[config.mk]
export PLATFORM = sky130hd
export DESIGN_NAME = fifo_drain_ctrl
export DESIGN_NICKNAME = d
export VERILOG_FILES = /design/src/rtl/fifo_drain_pkg.sv /design/src/rtl/fifo_drain_ctrl.sv
export SDC_FILE = /design/constraint.sdc
export NUM_CORES = 1
export LEC_CHECK = 0
export CORE_MARGIN = 2
export CORE_UTILIZATION = 50
export DETAILED_ROUTE_END_ITERATION = 6
export DONT_BUFFER_PORTS = 1
export PLACE_DENSITY = 0.68
export SKIP_CTS_REPAIR_TIMING = 1
export SYNTH_ARGS = -nofsm -noshare
export SYNTH_HDL_FRONTEND = slang
export SYNTH_SLANG_ARGS = --single-unit
[constraint.sdc]
create_clock -name clk -period 1.45 [get_ports clk]
set_clock_uncertainty 0.05 [all_clocks]
set_input_delay 0.29 -clock clk [delete_from_list [all_inputs] [get_ports clk]]
set_output_delay 0.29 -clock clk [all_outputs]
set_load 0.02 [all_outputs]
[src/rtl/fifo_drain_pkg.sv]
// Shared types and helpers for the FIFO drain controller.
package fifo_drain_pkg;

    typedef enum logic [1:0] {
        IDLE,
        LOADED,
        GAP,
        FLUSH
    } drain_state_t;

    // Width of a counter that can hold values 0..max_burst.
    function automatic int burst_cnt_w(input int max_burst);
        return $clog2(max_burst + 1);
    endfunction

endpackage

[src/rtl/fifo_drain_ctrl.sv]
// FIFO drain controller: pops words from a show-ahead FIFO and offers them
// downstream on a valid/ready link at one word per cycle.
// - Bursts are capped at MAX_BURST words, followed by a forced gap cycle.
// - A flush discards the held word and empties the FIFO.
// - Optional accepted-word counter on cnt_o, built only when the macro
//   FIFO_DRAIN_CNT_EN is defined; otherwise cnt_o is tied to zero.
module fifo_drain_ctrl
    import fifo_drain_pkg::*;
#(
    parameter int WIDTH     = 16,
    parameter int MAX_BURST = 4,
    parameter int CNT_W     = 16
) (
    input  logic             clk,
    input  logic             rst_n,
    input  logic             en_i,
    input  logic             flush_i,
    input  logic             fifo_pndng_i,
    input  logic [WIDTH-1:0] fifo_dato_i,
    output logic             fifo_pop_o,
    output logic [WIDTH-1:0] dato_o,
    output logic             valid_o,
    input  logic             ready_i,
    output logic             busy_o,
    output logic [CNT_W-1:0] cnt_o
);

    localparam int BW = burst_cnt_w(MAX_BURST);
    localparam logic [BW-1:0] BURST_LAST = BW'(MAX_BURST - 1);

    drain_state_t    state;
    drain_state_t    state_next;
    logic [WIDTH-1:0] dato_next;
    logic             valid_next;
    logic [BW-1:0]    burst;
    logic [BW-1:0]    burst_next;
    logic             pop;
    logic             take;
    logic             fire;

    assign take = en_i && fifo_pndng_i && !flush_i;
    assign fire = valid_o && ready_i;

    // Next-state, next-output and pop decision; flush overrides every state.
    always_comb begin
        state_next = state;
        dato_next  = dato_o;
        valid_next = valid_o;
        burst_next = burst;
        pop        = 1'b0;
        case (state)
            IDLE: begin
                if (take) begin
                    pop        = 1'b1;
                    state_next = LOADED;
                    dato_next  = fifo_dato_i;
                    valid_next = 1'b1;
                    burst_next = '0;
                end
            end
            LOADED: begin
                if (fire) begin
                    if (take && (burst < BURST_LAST)) begin
                        pop        = 1'b1;
                        dato_next  = fifo_dato_i;
                        burst_next = burst + 1'b1;
                    end else if (burst == BURST_LAST) begin
                        valid_next = 1'b0;
                        state_next = GAP;
                    end else begin
                        valid_next = 1'b0;
                        state_next = IDLE;
                    end
                end
            end
            GAP: begin
                state_next = IDLE;
            end
            FLUSH: begin
                pop = fifo_pndng_i;
                if (!flush_i && !fifo_pndng_i) begin
                    state_next = IDLE;
                end
            end
            default: begin
                state_next = IDLE;
            end
        endcase
        if (flush_i) begin
            state_next = FLUSH;
            valid_next = 1'b0;
        end
    end

    // The FIFO must never see a pop while the controller is held in reset.
    assign fifo_pop_o = pop && rst_n;
    assign busy_o     = (state != IDLE);

    // State register and registered downstream outputs.
    always_ff @(posedge clk or negedge rst_n) begin
        if (!rst_n) begin
            state   <= IDLE;
            dato_o  <= '0;
            valid_o <= 1'b0;
            burst   <= '0;
        end else begin
            state   <= state_next;
            dato_o  <= dato_next;
            valid_o <= valid_next;
            burst   <= burst_next;
        end
    end

`ifdef FIFO_DRAIN_CNT_EN
    logic [CNT_W-1:0] cnt;

    // Count words actually accepted downstream; a word lost to flush is not.
    always_ff @(posedge clk or negedge rst_n) begin
        if (!rst_n) begin
            cnt <= '0;
        end else if (fire && !flush_i) begin
            cnt <= cnt + 1'b1;
        end
    end

    assign cnt_o = cnt;
`else
    assign cnt_o = '0;
`endif

endmodule

Yosys cells after proc, flatten, opt, wreduce, memory -nomap -nowiden
Cells that the tools add are included.

storage, ports and cells
  output and inout port bits = 35
  word-level logic and storage cells = 56
  input bits = 22
  bits in registers = 22

operators by class
  reductions and logical operators = 15
  equality and inequality tests = 11
  magnitude comparators = 1
  multiplexer cells = 24
  $add $sub $neg = 1

operator list
  cell                                                                    number
  16-bit two-way mux                                                      3
  16-bit one-hot mux with 2 select lines                                  1
  2-bit two-way mux                                                       6
  3-bit != test (second input constant)                                   4
  4-bit AND reduction                                                     3
  3-bit two-way mux                                                       3
  2-bit one-hot mux with 4 select lines                                   1
  1-bit two-way mux                                                       7
  1-bit logical AND                                                       6
  2-bit != test (second input constant)                                   3
  3-bit one-hot mux with 2 select lines                                   1
  2-bit equality test (second input constant)                             2
  2-bit nonzero test                                                      2
  3-bit by 1-bit adder with 3-bit output (second input constant)          1
  3-bit by 2-bit equality test with 1-bit output (second input constant)  1
  3-bit by 2-bit < comparator with 1-bit output (second input constant)   1
  1-bit one-hot mux with 3 select lines                                   1
  3-bit nonzero test                                                      1
  2-bit by 1-bit equality test with 1-bit output (second input constant)  1
  1-bit logical NOT                                                       2
  2-bit logical NOT                                                       1
  1-bit one-hot mux with 2 select lines                                   1

Longest topological paths before layout
Gate-level depths: netlist of run 1.

  depth in word-level cells = 7
  depth in mapped cells = 6

Worst setup path after synthesis of run 1
No wires, ideal clock.

  path kind = reg2out
  from = reg valid_o
  to = out fifo_pop_o
  required time = 1,110 ps
  stages on the path, launching flop included = 5
  path slack = -191 ps
  arrival time = 1,301 ps
  cells stage by stage = dfrtp_1 > and2_1 > buf_2 > nand4_1 > a21boi_1

on the way
  word-level cells in the longest chain between the ends = 4

ends and longest elaborated chain
  what                                   RTL line                RTL
  start: declaration                     fifo_drain_ctrl.sv:22   output logic valid_o,
  start signal: assignment               fifo_drain_ctrl.sv:109  valid_o <= valid_next;
  1-bit logical AND                      fifo_drain_ctrl.sv:42   assign fire = valid_o && ready_i;
  1-bit two-way mux                      fifo_drain_ctrl.sv:62   if (fire) begin
  1-bit one-hot mux with 3 select lines  fifo_drain_ctrl.sv:51   case (state)
  1-bit logical AND                      fifo_drain_ctrl.sv:96   assign fifo_pop_o = pop && rst_n;
  end: declaration                       fifo_drain_ctrl.sv:20   output logic fifo_pop_o,

No other way between the ends.

Worst setup path after layout of run 1
  from = reg burst[2]
  to = out fifo_pop_o

on the way
  word-level cells in the longest chain between the ends = 6

ends and longest elaborated chain
  what                                           RTL line                RTL
  start: declaration                             fifo_drain_ctrl.sv:35   logic [BW-1:0] burst;
  start signal: assignment                       fifo_drain_ctrl.sv:110  burst <= burst_next;
  3-bit by 2-bit < comparator with 1-bit output  fifo_drain_ctrl.sv:63   if (take && (burst < BURST_LAST)) begin
  1-bit logical AND                              fifo_drain_ctrl.sv:63
  1-bit two-way mux                              fifo_drain_ctrl.sv:63
  1-bit two-way mux                              fifo_drain_ctrl.sv:62
  1-bit one-hot mux with 3 select lines          fifo_drain_ctrl.sv:51
  1-bit logical AND                              fifo_drain_ctrl.sv:96

No other way between the ends.

==> impl_results.md, run 1 <==
- CTS tree: done
- Layout area overhead: 23.17%
- Initial drt markers: ~140
- Max-Cap Viols: 0
- Worst vdd ir: about 0.42 mV
- Clock Latency Late Sink: between 0.3 and 0.4 ns
- Row count: 20
- F_max: about 550 MHz
- Clock slew seen by the registers of the worst setup and hold paths: 0.14 ns
- Via density: ~6.1
- Async SR Flop Fraction: 100.0%
- Fillers: around 270
- Commonest cells post-synth: 22 x dfrtp_1, 18 x nand3_1, 18 x nor2b_1
- Cell variety after synth: 36
- Tcrit/Tclk final: 125.2%
- Most numerous cell in the Yosys netlist: dfrtp_1
- H-tree depth: 1
- Syn. warnings: 0
- Status: complete, but fails checks
- Violated checks: setup timing
- Clock Path Buffers: 2
- CP Capture Type: primary output
- Clock buffer count from CTS: 3
- Setup TNS: -4.120 ns
- Slowest cell on crit path: dfrtp_1
- RSZ-0062 raised after global routing: true
- DR vias: 1,496
- Gr usage total: between 20% and 30%
- Routability congestion estimate: approximately 0.83
- Core area: roughly 3100 um2
- Vias in the first global route: 1,315
- Setup ws final: -0.3647 ns
- Share of the synthesized area in the top cell type: between 30% and 40%
- Seq/Total Area, Yosys: roughly a third
- Crit path time final: around 1.8 ns
- First-pass GRT wire length: 5.782 mm
- Nets: ~230
- Post-synth EDFFs: 0
- Layout cells sized above 1: between 20% and 30%
- Hold Crit Class: primary input to flop
- Cell Area, Synth: 1658 um2
- Pleak: between 0.0007 and 0.0008 uW
- Largest net degree at the start of global routing: 37
- Footprint of the multi-input gates: about 1000 um2
- Critical path class: flop to primary output
- Die Y: 61.58 um
- Post-synth top area cell: dfrtp_1
- Initial antenna violation count: 0
- Wirelength per Cell: 18.59 um
- TritonCTS Sinks: 22
- Worst Path Buf+Inv: 0
- Syn Inst Count: approximately 180
- GR Overflow Total: 0
- Port bufs: 0
- Post-route DRC: 0
- Drt total wl: ~4.6 mm
- Root Driver: clkbuf_4
- Final ANT Viol Nets: 0
- CP delay by family, top: simple AND/OR/NAND/NOR gates
- Fin. Hold Viols: 0
- P per Cell Area: around 770 nW/um2
- Die Span X: ~62 um
- N_diodes: 0
- Critical Path Fanout Max: 2
- Initial Util: a little over half
- Yosys reg bits: 22
- Full die area: 3792 um2
- Final slew viol count: 0
- Synth area leaders: dfrtp_1 33%, mux2i_1 10%, buf_4 7.7%
- Mapped Avg Cell Area: ~9.1 um2
- Final setup viols: 20
- # IOs: between 50 and 60
- Reg area: approximately 550 um2
- CP Cell Sequence: nor4bb_1, nand4_1, a21boi_2
- Max incr delay on CP: between 0.4 and 0.5 ns
- Iteration count of the initial detailed-routing pass: 4
- Worst Setup Start Kind: flop
- Req. time, crit path: 1.11 ns
- Hold_ws: ~0.044 ns
- Main synth FF type: dfrtp_1
- Post-DP HPWL: roughly 2.7 mm
- Critical path arrival: 1.47 ns
[cell families (layout without fill, tap and decap cells)]
group	Yosys count	in the layout	synth area share [%]
simple gates	67	67	24.91
buf+inv	39	43	15.32
compound gates	33	33	13.89
flops	22	22	33.21
mux	18	18	10.94
fa+ha+maj	2	2	1.509
other cells	1	16	0.2262
[registers in the layout, indices dropped and copies added, names as in the netlist]
register  flops
dato_o       16
burst         3
state         2
valid_o       1
[per-layer routing]
metal | track usage, % | share of wire, % | up-vias
li1 | - | - | 671
met5 | 0 | 0 | -
met3 | 4.622 | 6.1 | 9
met4 | 7.903 | 1.2 | 0
met1 | 24.48 | 40 | 756
met2 | 35.34 | 53 | 60
[cells in the final DEF, fill, tap and decap left out, types with 2 or more instances in the layout]
| cell type | count |
|---|---|
| buf_4 | 20 |
| dfrtp_1 | 19 |
| nand3_1 | 16 |
| nand3_2 | 2 |
| o21ai_1 | 5 |
| buf_6 | 8 |
| o211ai_1 | 17 |
| conb_1 | 16 |
| dlygate4sd3_1 | 2 |
| clkbuf_16 | 2 |
| dfrtp_2 | 3 |
| inv_1 | 4 |
| and2_1 | 2 |
| mux2i_1 | 16 |
| buf_12 | 2 |
| nor2b_1 | 17 |
| nand2_1 | 4 |
| nand4_1 | 17 |
| ha_4 | 2 |
| clkbuf_4 | 3 |
[area by class of cell]
type | instances | area share [%]
clock buffers | 3 | 1.103
clock inverters | 1 | 1.471
inverters | 5 | 0.9191
multi-input cells | 136 | 49.51
flip-flops and latches | 22 | 27.14
well taps | 44 | 2.696
repair buffers | 34 | 17.16
[per-stage QoR]
stage / worst slack (ns) / utilization, % / std cells / power (uW) / cell area [um2]
2_1_floorplan: -0.03390 / - / 197 / 965.9 / 1748
3_3_place_gp: -0.02323 / 55.28 / 227 / 971.1 / 1715
3_5_place_dp: -0.1195 / 55.28 / 227 / 983.4 / 1715
4_1_cts: -0.4065 / 56.98 / 231 / 1464 / 1768
5_1_grt: -0.4303 / 65.81 / 245 / 1638 / 2042
6_report: -0.3647 / 65.81 / 245 / 1568 / 2042
[final timing paths]
check	endpoint	start	cells past startpoint	slack, ns
worst max-delay path	fifo_pop_o	burst[2]	3	-0.36
worst min-delay path	state[0]	flush_i	2	0.04
worst max register to register	dato_o[5]	state[1]	6	-0.30
worst min register to register	dato_o[9]	dato_o[9]	2	0.64
max in group asynchronous	valid_o	rst_n	2	0.86
min in group asynchronous	dato_o[11]	rst_n	2	0.32
[power breakdown]
| part | leakage (uW) | switching [uW] | internal [uW] |
|---|---|---|---|
| clock | 0.0000279 | 204 | 280 |
| combinational | 0.000532 | 224 | 193 |
| sequential | 0.000211 | 35.2 | 633 |
No activity file was read; power rests on OpenSTA's default activity.
==> run 2: changes to the inputs <==
--- a/config.mk
+++ b/config.mk
@@ -5,7 +5,6 @@
 export SDC_FILE = /design/constraint.sdc
 export NUM_CORES = 1
 export LEC_CHECK = 0
-export CORE_MARGIN = 2
 export CORE_UTILIZATION = 50
 export DETAILED_ROUTE_END_ITERATION = 6
 export DONT_BUFFER_PORTS = 1
==> impl_results.md, run 2 (same netlist as run 1, synthesis figures left out) <==
- Status: complete, but fails checks
- Violated checks: setup timing
- TritonCTS Sinks: 22 (unchanged)
- Row count: 20 (unchanged)
- Final slew viol count: 0 (unchanged)
- F_max: 543.1 MHz (-1.4%)
- Worst Setup Start Kind: flop
- Power share of the clock group: 31.1% (+0.3 points)
- Wire length on met1: 1.686 mm (-6.4%)
- Crit path time final: 1.841 ns (+0.02641 ns)
- P_int: 1110 uW (+0.46%)
- R2r startpoint: state[1]
- H-tree depth: 1 (unchanged)
- Clock buffer count from CTS: 3 (unchanged)
- Design area: 2021 um2 (-1.0%)
- Root Driver: clkbuf_4
- P per Cell Area: 779.8 nW/um2 (+1.5%)
- Critical path class: flop to primary output
- Max-Cap Viols: 0 (unchanged)
- Gr usage total: 23.44% (+3.0 points)
- Clock slew seen by the registers of the worst setup and hold paths: 0.13 ns (about the same)
- Crit path from: state[1]
- Clock Path Buffers: 2 (unchanged)
- Initial Util: 53.43% (unchanged)
- Worst vdd ir: 0.4595 mV (+9.0%)
- Fin. Hold Viols: 0 (unchanged)
- Initial drt markers: 88 (-35%)
- Via density: 6.008 (-1.6%)
- Most common cell after layout, fill and taps aside: dfrtp_1
- GR Overflow Total: 0 (unchanged)
- Pre-CTS WS: -0.1160 ns (+0.003409 ns)
- RSZ-0062 raised after global routing: true
- Die Y: 59.58 um (-3.2%)
- WL met3: 314 um (+13%)
- Flip-flop count of the largest register after layout: 16 (unchanged)
- Final ANT Viol Nets: 0 (unchanged)
- Post-DP HPWL: 2.779 mm (+2.6%)
- First-pass GRT wire length: 6.141 mm (+6.2%)
- Clock Latency Late Sink: 0.33 ns (about the same)
- CP Capture Type: primary output
- Pleak: 0.0007819 uW (+1.5%)
- Final setup viols: 20 (unchanged)
- Die Span X: 59.58 um (-3.2%)
- Post-route DRC: 0 (unchanged)
- Critical Path Fanout Max: 5 (+3)
- Fillers: 254 (-4.2%)
- Layout area overhead: 21.89%
- Drt total wl: 4.345 mm (-4.6%)
- Flop pwr share: 42.0% (-0.6 points)
- Critical path arrival: 1.50 ns (+0.03 ns)
- Setup ws final: -0.3911 ns (-0.02641 ns)
- DP Area: 1723 um2 (+0.44%)
- Sw Ratio: 29.56% (about the same)
- Layout cells sized above 1: 25.87% (-1.0 points)
- Hold_ws: 0.03031 ns (-0.01341 ns)
- Top reg by flops: dato_o
- Initial antenna violation count: 0 (unchanged)
- Comb pwr share: 26.9% (+0.3 points)
- Top Layer Used: met4
- DR vias: 1,472 (-1.6%)
- Core area: 3103 um2 (unchanged)
- Routability congestion estimate: 0.8076 (-3.0%)
- Regs by FF count: dato_o x16, burst x3, state x2
- WL met2: 2.272 mm (-6.0%)
- Most frequent cells in the layout: 21 x dfrtp_1, 20 x buf_4, 18 x nand3_1
- Sw Pwr: 465.7 uW (+0.51%)
- Final Util: 65.12% (-0.69 points)
- Setup TNS: -2.396 ns (+1.724 ns)
- Wirelength per Cell: 17.73 um (-4.6%)
- Iteration count of the initial detailed-routing pass: 4 (unchanged)
- N_diodes: 0 (unchanged)
- Worst Hold Launch: flush_i
- Tcrit/Tclk final: 127.0% (+1.8 points)
- Port bufs: 0 (unchanged)
- Hold Crit Class: primary input to flop
- # IOs: 57 (unchanged)
- Nets: 226 (unchanged)
- Largest net degree at the start of global routing: 24 (-35%)
- CTS tree: done
- Full die area: 3550 um2 (-6.4%)
- Req. time, crit path: 1.11 ns (about the same)
- Vias in the first global route: 1,314 (-0.076%)
==> run 2: cell types whose count changed in the layout (fill, tap and decap cells not counted), moves of 2 or more <==
cell,before,now
mux2i_2,0,4
nand3_2,2,0
dfrtp_1,19,21
nand3_1,16,18
dfrtp_2,3,1
mux2i_1,16,13
==> run 2: final timing paths <==
path	to	slack, ns	cells after the start
max reg2reg	dato_o[5]	-0.14	6
min in group asynchronous	valid_o	0.33	2
min reg2reg	burst[0]	0.60	2
max in group asynchronous	valid_o	0.87	2
max	fifo_pop_o	-0.39	4
min	state[0]	0.03	2
==> run 2: power groups by stage <==
stage                     Sequential (uW)  Combinational, uW  Clock (uW)
after CTS                             662                324         497
after detailed placement              673                322           0
after global routing                  664                459         518
after floorplan                       672                294           0
final                                 662                424         490
after global placement                672                308           0
==> run 2: final cells by class <==
class | instances | area, um2 | area share (%)
clock buffers | 3 | 22.52 | 1.115
multi-input cells | 136 | 988.4 | 48.92
repair buffers | 34 | 354.1 | 17.52
clock inverters | 1 | 30.03 | 1.486
inverters | 5 | 18.77 | 0.9288
flip-flops and latches | 22 | 551.8 | 27.31
well taps | 44 | 55.05 | 2.724
==> run 2: metal layers <==
| metal | GRT usage (%) | up-vias |
|---|---|---|
| met5 | 0 | - |
| met4 | 9.302 | 0 |
| met3 | 5.022 | 8 |
| met2 | 42.22 | 61 |
| met1 | 26.81 | 729 |
| li1 | - | 674 |
==> run 2: worst max-delay path, stage by stage, from the launching register on <==
cell and delay [ns]:
dfrtp_1 0.42, buf_6 0.14, nor4b_2 0.25, o21ai_1 0.10, a21boi_2 0.27
==> run 2: through the flow <==
stage | total power [uW] | std cells
after floorplan | 965.9 | 197
after global placement | 979.6 | 228
after detailed placement | 995.5 | 228
after CTS | 1482 | 232
after global routing | 1640 | 245
final | 1576 | 245
==> run 3: changes to the inputs <==
--- a/config.mk
+++ b/config.mk
@@ -5,10 +5,9 @@
 export SDC_FILE = /design/constraint.sdc
 export NUM_CORES = 1
 export LEC_CHECK = 0
-export CORE_UTILIZATION = 50
+export CORE_UTILIZATION = 45
 export DETAILED_ROUTE_END_ITERATION = 6
 export DONT_BUFFER_PORTS = 1
-export PLACE_DENSITY = 0.68
 export SKIP_CTS_REPAIR_TIMING = 1
 export SYNTH_ARGS = -nofsm -noshare
 export SYNTH_HDL_FRONTEND = slang
==> impl_results.md, run 3 (same netlist as run 1, synthesis figures left out) <==
- Layout area overhead: 18.49%
- CP Capture Type: primary output
- Worst Path Buf+Inv: 0 (-1)
- Fin. Hold Viols: 0 (unchanged)
- Max incr delay on CP: 0.41 ns (about the same)
- Clock buffer count from CTS: 3 (unchanged)
- First-pass GRT wire length: 6.154 mm (+0.21%)
- Max-Cap Viols: 0 (unchanged)
- Placed cells: 227 (-0.44%)
- Full die area: 3931 um2 (+11%)
- GR Overflow Total: 0 (unchanged)
- Layout cells sized above 1: 23.08% (-2.8 points)
- Req. time, crit path: 1.11 ns (about the same)
- Core area: 3442 um2 (+11%)
- Critical path arrival: 1.40 ns (-0.10 ns)
- Critical path class: flop to primary output
- # IOs: 57 (unchanged)
- Setup TNS: -2.282 ns (+0.1142 ns)
- Regs by FF count: dato_o x16, burst x3, state x2
- Root Driver: clkbuf_8
- Via density: 5.934 (-1.2%)
- Worst vdd ir: 0.3517 mV (-23%)
- Slew headroom: about three fifths
- Nets: 220 (-2.7%)
- Final ANT Viol Nets: 0 (unchanged)
- Initial antenna violation count: 0 (unchanged)
- Post-route DRC: 0 (unchanged)
- Initial drt markers: 59 (-33%)
- Most common cell after layout, fill and taps aside: dfrtp_1
- TritonCTS Sinks: 22 (unchanged)
- Iteration count of the initial detailed-routing pass: 4 (unchanged)
- Most frequent cells in the layout: 20 x dfrtp_1, 17 x nand4_1, 17 x nor2b_1, 17 x o211ai_1, 17 x nand3_1
- RSZ-0062 raised after global routing: true
- H-tree depth: 1 (unchanged)
- N_diodes: 0 (unchanged)
- Slowest cell on crit path: dfrtp_1
- Port bufs: 0 (unchanged)
- Fillers: 326 (+28%)
- DR vias: 1,430 (-2.9%)
- WL met2: 2.067 mm (-9.0%)
- Flip-flop count of the largest register after layout: 16 (unchanged)
- Worst r2r path cells: 6 (unchanged)
- Wirelength per Cell: 17.17 um (-3.2%)
- CP Cell Sequence: nor4bb_2, nand4_1, a21boi_2
- Row count: 21 (+5.0%)
- Measured slew at the worst slew-check pin: around 0.58 ns
- Final setup viols: 19 (-5.0%)
- Clock slew seen by the registers of the worst setup and hold paths: 0.08 ns (-0.05 ns)
- Top reg by flops: dato_o
- Largest net degree at the start of global routing: 38 (+58%)
- Crit path time final: 1.737 ns (-0.1037 ns)
- Tcrit/Tclk final: 119.8% (-7.1 points)
- Hold Crit Depth: 1 (-1)
- Setup ws final: -0.2875 ns (+0.1037 ns)
- Vias in the first global route: 1,335 (+1.6%)
- Status: complete, but fails checks
- WL met3: 265 um (-16%)
- Hold Crit Class: primary input to flop
- Worst Setup Start Kind: flop
- Die Span X: 62.70 um (+5.2%)
- Wire length on met1: 1.784 mm (+5.8%)
- Die Y: 62.70 um (+5.2%)
- Initial Util: 48.16% (-5.3 points)
- Post-route insts no fill: 241 (-1.6%)
- Clock Path Buffers: 2 (unchanged)
- Gr usage total: 19.50% (-3.9 points)
- F_max: 575.6 MHz (+6.0%)
- CP delay by family, top: simple AND/OR/NAND/NOR gates
- P per Cell Area: 739.9 nW/um2 (-5.1%)
- Drt total wl: 4.137 mm (-4.8%)
- Routability congestion estimate: 0.7421 (-8.1%)
- Critical Path Fanout Max: 2 (-3)
- CTS tree: done
- Critical Path Stages: 3 (-1)
- Final slew viol count: 0 (unchanged)
- Pleak: 0.0007368 uW (-5.8%)
- Top Layer Used: met4
- Violated checks: setup timing
- Clock Latency Late Sink: 0.26 ns (-0.07 ns)
- Post-DP HPWL: 2.536 mm (-8.7%)
==> run 3: changes by cell type in the layout (fill, tap and decap cells not counted), moves of 2 or more <==
cell	delta
buf_4	-4
clkbuf_4	-3
clkbuf_8	+3
ha_1	+2
ha_4	-2
mux2i_1	+3
mux2i_2	-3
==> run 3: worst reg2reg max path, delay by kind of cell, from the launching register on <==
| kind | cells | cell delay, ns |
|---|---|---|
| buf+inv | 3 | 0.45 |
| compound gates | 1 | 0.25 |
| simple gates | 2 | 0.34 |
| flops | 1 | 0.41 |
==> run 3: final timing paths <==
path	startpoint	to	slack, ns
max	burst[2]	fifo_pop_o	-0.29
min	flush_i	valid_o	0.07
max reg2reg	state[1]	burst[0]	-0.15
min reg2reg	burst[1]	burst[1]	0.57
max in group asynchronous	rst_n	state[0]	0.80
min in group asynchronous	rst_n	dato_o[3]	0.40
==> run 3: power breakdown <==
part / leakage (uW) / total, uW / internal [uW] / switching (uW)
logic: 0.000502 / 398 / 181 / 217
registers: 0.000212 / 662 / 632 / 30.7
clock network: 0.0000228 / 393 / 196 / 197
total: 0.000737 / 1450 / 1010 / 445
==> run 3: final cells by class <==
type | count | area, um2 | area share [%]
clock buffer | 4 | 45.04 | 2.293
inverter | 5 | 18.77 | 0.9554
multi-input combinational | 136 | 987.2 | 50.25
sequential | 22 | 553.0 | 28.15
tap | 46 | 57.56 | 2.930
timing repair buffer | 28 | 302.8 | 15.41
==> run 3: layer usage <==
| layer | vias up | GRT usage, % |
|---|---|---|
| met2 | 57 | 34.65 |
| met3 | 4 | 5.109 |
| met4 | 0 | 4.360 |
| li1 | 663 | - |
| met1 | 706 | 23.34 |
| met5 | - | 0 |
==> run 3: per-stage QoR <==
| stage | total power, uW | worst slack, ns | utilization [%] | instance area (um2) | hold slack, ns |
|---|---|---|---|---|---|
| final | 1453 | -0.2875 | 57.07 | 1964 | 0.07478 |
| after global routing | 1526 | -0.3789 | 57.07 | 1964 | 0.07064 |
| after CTS | 1378 | -0.3522 | 50.78 | 1748 | -0.3445 |
| after detailed placement | 982.5 | -0.06869 | 49.47 | 1703 | -0.05472 |
| after global placement | 970.9 | -0.03813 | 49.47 | 1703 | -0.05492 |
| after floorplan | 965.9 | -0.03390 | - | 1748 | -0.05559 |
